`src/rtl/branch_cond_pipe.sv`:
```
// Two-stage pipelined branch-condition evaluator (EQ/NE and signed compare-with-zero) with valid/ready and flush.
// Optional statistics counters are compiled in when BRANCH_COND_STATS_EN is defined.
module branch_cond_pipe #(
    parameter int WIDTH = 32,
    parameter int TAG_W = 5,
    parameter int CNT_W = 16
) (
    input  logic             Clk,
    input  logic             Rst_n,
    input  logic             Flush,
    input  logic             InValid,
    output logic             InReady,
    input  logic [2:0]       InMode,
    input  logic [WIDTH-1:0] InA,
    input  logic [WIDTH-1:0] InB,
    input  logic [TAG_W-1:0] InTag,
    output logic             OutValid,
    input  logic             OutReady,
    output logic             OutTaken,
    output logic             OutZero,
    output logic             OutErr,
    output logic [TAG_W-1:0] OutTag
`ifdef BRANCH_COND_STATS_EN
    ,
    input  logic             StatClr,
    output logic [CNT_W-1:0] StatEvals,
    output logic [CNT_W-1:0] StatTaken
`endif
);

    typedef enum logic [2:0] {
        MODE_EQ   = 3'b000,
        MODE_NE   = 3'b001,
        MODE_LEZ  = 3'b010,
        MODE_GTZ  = 3'b011,
        MODE_LTZ  = 3'b100,
        MODE_GEZ  = 3'b101,
        MODE_ZERO = 3'b110,
        MODE_RSVD = 3'b111
    } mode_t;

    logic             r_s1Valid;
    mode_t            r_s1Mode;
    logic [TAG_W-1:0] r_s1Tag;
    logic             r_s1Eq;
    logic             r_s1Zero;
    logic             r_s1Sign;

    logic             r_s2Valid;
    logic             r_outTaken;
    logic             r_outZero;
    logic             r_outErr;
    logic [TAG_W-1:0] r_outTag;

    logic             w_s2Advance;
    logic             w_inFire;
    logic             w_taken;
    logic             w_err;

    assign w_s2Advance = !r_s2Valid || OutReady;
    assign InReady     = (!r_s1Valid || w_s2Advance) && !Flush;
    assign w_inFire    = InValid && InReady;

    // Stage 1 holds only the precomputed flags, so the wide compares happen once, up front.
    always_comb begin
        w_taken = 1'b0;
        w_err   = 1'b0;
        case (r_s1Mode)
            MODE_EQ:   w_taken = r_s1Eq;
            MODE_NE:   w_taken = !r_s1Eq;
            MODE_LEZ:  w_taken = r_s1Sign || r_s1Zero;
            MODE_GTZ:  w_taken = !r_s1Sign && !r_s1Zero;
            MODE_LTZ:  w_taken = r_s1Sign;
            MODE_GEZ:  w_taken = !r_s1Sign;
            MODE_ZERO: w_taken = r_s1Zero;
            default:   w_err   = 1'b1;
        endcase
    end

    always_ff @(posedge Clk or negedge Rst_n) begin
        if (!Rst_n) begin
            r_s1Valid  <= 1'b0;
            r_s1Mode   <= MODE_EQ;
            r_s1Tag    <= '0;
            r_s1Eq     <= 1'b0;
            r_s1Zero   <= 1'b0;
            r_s1Sign   <= 1'b0;
            r_s2Valid  <= 1'b0;
            r_outTaken <= 1'b0;
            r_outZero  <= 1'b0;
            r_outErr   <= 1'b0;
            r_outTag   <= '0;
        end else if (Flush) begin
            r_s1Valid <= 1'b0;
            r_s2Valid <= 1'b0;
        end else begin
            if (w_s2Advance) begin
                r_s2Valid <= r_s1Valid;
                if (r_s1Valid) begin
                    r_outTaken <= w_taken;
                    r_outZero  <= r_s1Zero;
                    r_outErr   <= w_err;
                    r_outTag   <= r_s1Tag;
                end
            end
            if (w_inFire) begin
                r_s1Valid <= 1'b1;
                r_s1Mode  <= mode_t'(InMode);
                r_s1Tag   <= InTag;
                r_s1Eq    <= (InA == InB);
                r_s1Zero  <= (InA == '0);
                r_s1Sign  <= InA[WIDTH-1];
            end else if (w_s2Advance) begin
                r_s1Valid <= 1'b0;
            end
        end
    end

    assign OutValid = r_s2Valid;
    assign OutTaken = r_outTaken;
    assign OutZero  = r_outZero;
    assign OutErr   = r_outErr;
    assign OutTag   = r_outTag;

`ifdef BRANCH_COND_STATS_EN
    logic             w_outFire;
    logic [CNT_W-1:0] r_statEvals;
    logic [CNT_W-1:0] r_statTaken;

    // A result discarded by a flush in the same cycle is not counted as consumed.
    assign w_outFire = r_s2Valid && OutReady && !Flush;

    always_ff @(posedge Clk or negedge Rst_n) begin
        if (!Rst_n) begin
            r_statEvals <= '0;
            r_statTaken <= '0;
        end else if (StatClr) begin
            r_statEvals <= '0;
            r_statTaken <= '0;
        end else if (w_outFire) begin
            if (r_statEvals != '1) r_statEvals <= r_statEvals + 1'b1;
            if (r_outTaken && (r_statTaken != '1)) r_statTaken <= r_statTaken + 1'b1;
        end
    end

    assign StatEvals = r_statEvals;
    assign StatTaken = r_statTaken;
`else
    if (CNT_W < 1) begin : g_cntWidthUnused
    end
`endif

endmodule
```
`config.mk`:
```
export PLATFORM = sky130hd
export DESIGN_NAME = branch_cond_pipe
export DESIGN_NICKNAME = d
export VERILOG_FILES = /design/src/rtl/branch_cond_pipe.sv
export SDC_FILE = /design/constraint.sdc
export NUM_CORES = 1
export LEC_CHECK = 0
export BUFFER_PORTS_ARGS = -buffer_cell sky130_fd_sc_hd__buf_2
export CAP_MARGIN = 20
export CORE_ASPECT_RATIO = 1.2
export CORE_MARGIN = 2
export CORE_UTILIZATION = 37
export CTS_CLUSTER_DIAMETER = 30
export DETAILED_ROUTE_END_ITERATION = 12
export PLACE_DENSITY = 0.75
export SLEW_MARGIN = 20
export SYNTH_ARGS = -nofsm -noshare
export SYNTH_HDL_FRONTEND = slang
export SYNTH_SLANG_ARGS = --single-unit
```
`constraint.sdc`:
```
create_clock -name Clk -period 1.5 [get_ports Clk]
set_input_delay 0 -clock Clk [delete_from_list [all_inputs] [get_ports Clk]]
set_output_delay 0 -clock Clk [all_outputs]
set_load 0.01 [all_outputs]
```
==> results.yml <==
status:
  status: "finished clean"
clock_network:
  htreeDepth: 1
  cts_buffer_depth: 2
  cts_tree: "yes"
  clk_latency_ps: 250
  clk_pin_slew_worst_paths_ps: 70
  root_buffer: "clkbuf_8"
  cts.sinks: 21
  cts_buffers: 3
synthesis:
  synth-xor-area-share_pct: 22.3
  seq_area_frac_synth_pct: 40.6
  syn_nets: 190
  synthAdderAreaFrac_pct: 0
  synth_compound_area_share_pct: 3.96
  synth.distinct_cells: 22
  synth_area_um2: 1290
  synth_area_leaders: "dfrtp_1 (41%), xor2_1 (22%), mux2_4 (8.1%)"
  synth_top_area_share_pct: 40.6
  yosysTopAreaCell: "dfrtp_1"
  avgSynthCellArea_um2: 11.5
  synthCells: 113
  synth_seq_cells: 21
  synth_top_family_by_area: "XOR/XNOR gates"
  synth-simple-area-share_pct: 14.9
  yosys_warnings: 0
  synthMuxAreaShare_pct: 16.7
pwr:
  ir_drop_uv: 749
  powerDensity_nw_per_um2: 812
  power_uw: 1570
  cellLeakagePower_uw: 0.000979
sta:
  fin_tns_setup_ps: 0
  finalHoldViolCount: 0
  slew_violations: 0
  period_needed_ps: 1430
  relSlewSlack_pct: 69.5
  final.setup.worst_slack_ps: 65.9
  finalCritPeriodShare_pct: 95.6
  worst_pin_slew_ps: 458
  max_freq_ghz: 0.697
  setup-violations-final: 0
  finalClockSkew_ps: 3.24
  rsz0062_at_grt: "no"
final_layout:
  finalNonFillerCells: 252
  antenna_cells: 0
  area_delta_synth_final_pct: 49.6
  num-nets-final: 293
  regArea_um2: 526
  multi_input_area_um2: 749
  layout-drive-gt1-share_pct: 47.9
  fillers: 288
  design_area_um2: 1940
routing:
  routedWlPerCell_um: 13.6
  drc: 0
  drt-total-wl_mm: 3.42
  first_pass_iters: 4
  ant_nets: 0
  vias: 1266
  routed_via_density: 5.02
  drt_iter0_drc: 23
grt:
  grt_max_degree: 22
  grt_pass1_wl_mm: 5.49
  antenna_found_initial: 0
  global_route.overflow_total: 0
  grt_usage_pct: 18.0
  grt_pass1_vias: 1339
worst_hold_path:
  hold_path.class: "primary input to flip-flop"
floorplan:
  start_util_pct: 38.8
  ios: 87
  dieHeight_um: 68.8
  dieArea_um2: 3990
  die_w_um: 58.0
  core_um2: 3340
  rows: 23
critical_path:
  crit_type: "flip-flop to flip-flop"
  end_kind: "flip-flop"
  critPathMaxStageDelay_ps: 380
  cp.buffers_inverters: 1
  critPathTopFamily: "simple AND/OR/NAND/NOR gates"
  crit_chain: "nor2b_4 -> or3b_1 -> buf_6 -> mux2_4"
  crit_arrival_ps: 1570
  cp_data_required_time_ps: 1640
  critPathLaunchType: "flip-flop"
  crit_slowest_cell: "dfrtp_1"
  path_max_fanout: 9
placement:
  port_buffers: 86
  hpwl_mm: 2.93
  gp_congestion: 0.770
  placed_cells: 236
  place_area_um2: 1770
  dp_slack_ps: 39.5
job:
  cap_viol_max_count: 0
[worst register-to-register path: stages, from the launching register on]
cell and delay (ps):
dfrtp_1 380, nor2b_4 130, or3b_1 360, buf_6 160
mux2_4 300
[cells by family (layout without fill, tap and decap cells)]
family | Yosys count | count (layout)
xor gates and xnor gates | 33 | 33
and+or+nand+nor | 31 | 31
DFF | 21 | 21
muxes | 17 | 17
AOI/OAI and AO/OA | 8 | 8
buffers and inverters | 3 | 105
[final cells by class]
class | count | share of cell area [%]
Multi-Input combinational cell | 89 | 38.7
Timing Repair Buffer | 100 | 29.3
Sequential cell | 21 | 27.1
Tap cell | 37 | 2.39
Clock buffer | 4 | 2.33
Inverter | 1 | 0.194
[timing repair]
item	4_1_cts	5_1_grt
setup buffers	0	1
hold buffers	11	0
resized for setup	0	1
hold endpoints to repair	31	0
endpoints found under the setup margin	0	7
[cells in the final DEF, fill, tap and decap left out, types with 3 or more instances in the layout]
cell type / Yosys / final
xor2_1: 33 / 33
nand2_1: 3 / 3
nand4_1: 4 / 4
nor4_1: 16 / 16
dfrtp_1: 21 / 21
buf_2: 1 / 86
mux2_4: 7 / 7
clkbuf_8: 0 / 3
o31ai_1: 3 / 3
mux2_1: 6 / 6
dlygate4sd3_1: 0 / 11
mux2_2: 3 / 3
[synthesized netlist by cell type]
library cell and n:
mux2_2 3, mux2_1 6, nor2b_1 1, nand4_1 4, nand3_1 1, nor2b_4 1
xor2_1 33, inv_1 1, o31ai_1 3, dfrtp_1 21, mux2i_1 1, or3b_1 1
buf_2 1, mux2_4 7, nor2_1 2, nand3b_1 2, nor4_1 16, a21oi_1 2
nand2_1 3, o21ai_1 2, buf_6 1, o311ai_0 1
[metal layers]
layer  vias up  wire length (um)  track usage, %  share of wire [%]
li1        618                 -               -                  -
met1       574              1380            20.3                 40
met2        70              1750            35.4                 51
met3         4               268            2.43                7.8
met4         0                20            4.36               0.58
met5         -                 0               0                  0
[path summary, 6_finish.rpt]
check / start / endpoint / slack [ps] / depth (start not counted)
setup / recovery: OutValid$_DFFE_PN0P_ / OutTag[4]$_DFFE_PN0P_ / 70 / 4
hold / removal: InA[31] / r_s1Sign$_DFFE_PN0P_ / 50 / 2
setup reg to reg: OutValid$_DFFE_PN0P_ / OutTag[4]$_DFFE_PN0P_ / 70 / 4
hold reg to reg: OutErr$_DFFE_PN0P_ / OutErr$_DFFE_PN0P_ / 500 / 2
max in group asynchronous: Rst_n / OutValid$_DFFE_PN0P_ / 960 / 2
min in group asynchronous: Rst_n / OutTag[0]$_DFFE_PN0P_ / 220 / 2
[per-stage QoR]
| step | utilization [%] | hold WS, ps |
|---|---|---|
| final | 58.0 | 49.0 |
| after global routing | 58.0 | 47.1 |
| after CTS | 57.7 | 48.1 |
| after detailed placement | 53.0 | -24.7 |
| after global placement | 53.0 | -35.2 |
| after floorplan | - | -296 |
[where the power goes]
group	switching [uW]	leakage (uW)	internal (uW)	total, uW
Combinational	205	0.000697	292	496
Clock	167	0.0000228	189	356
Sequential	58.3	0.000259	663	721
(Power assumes the default switching activity.)
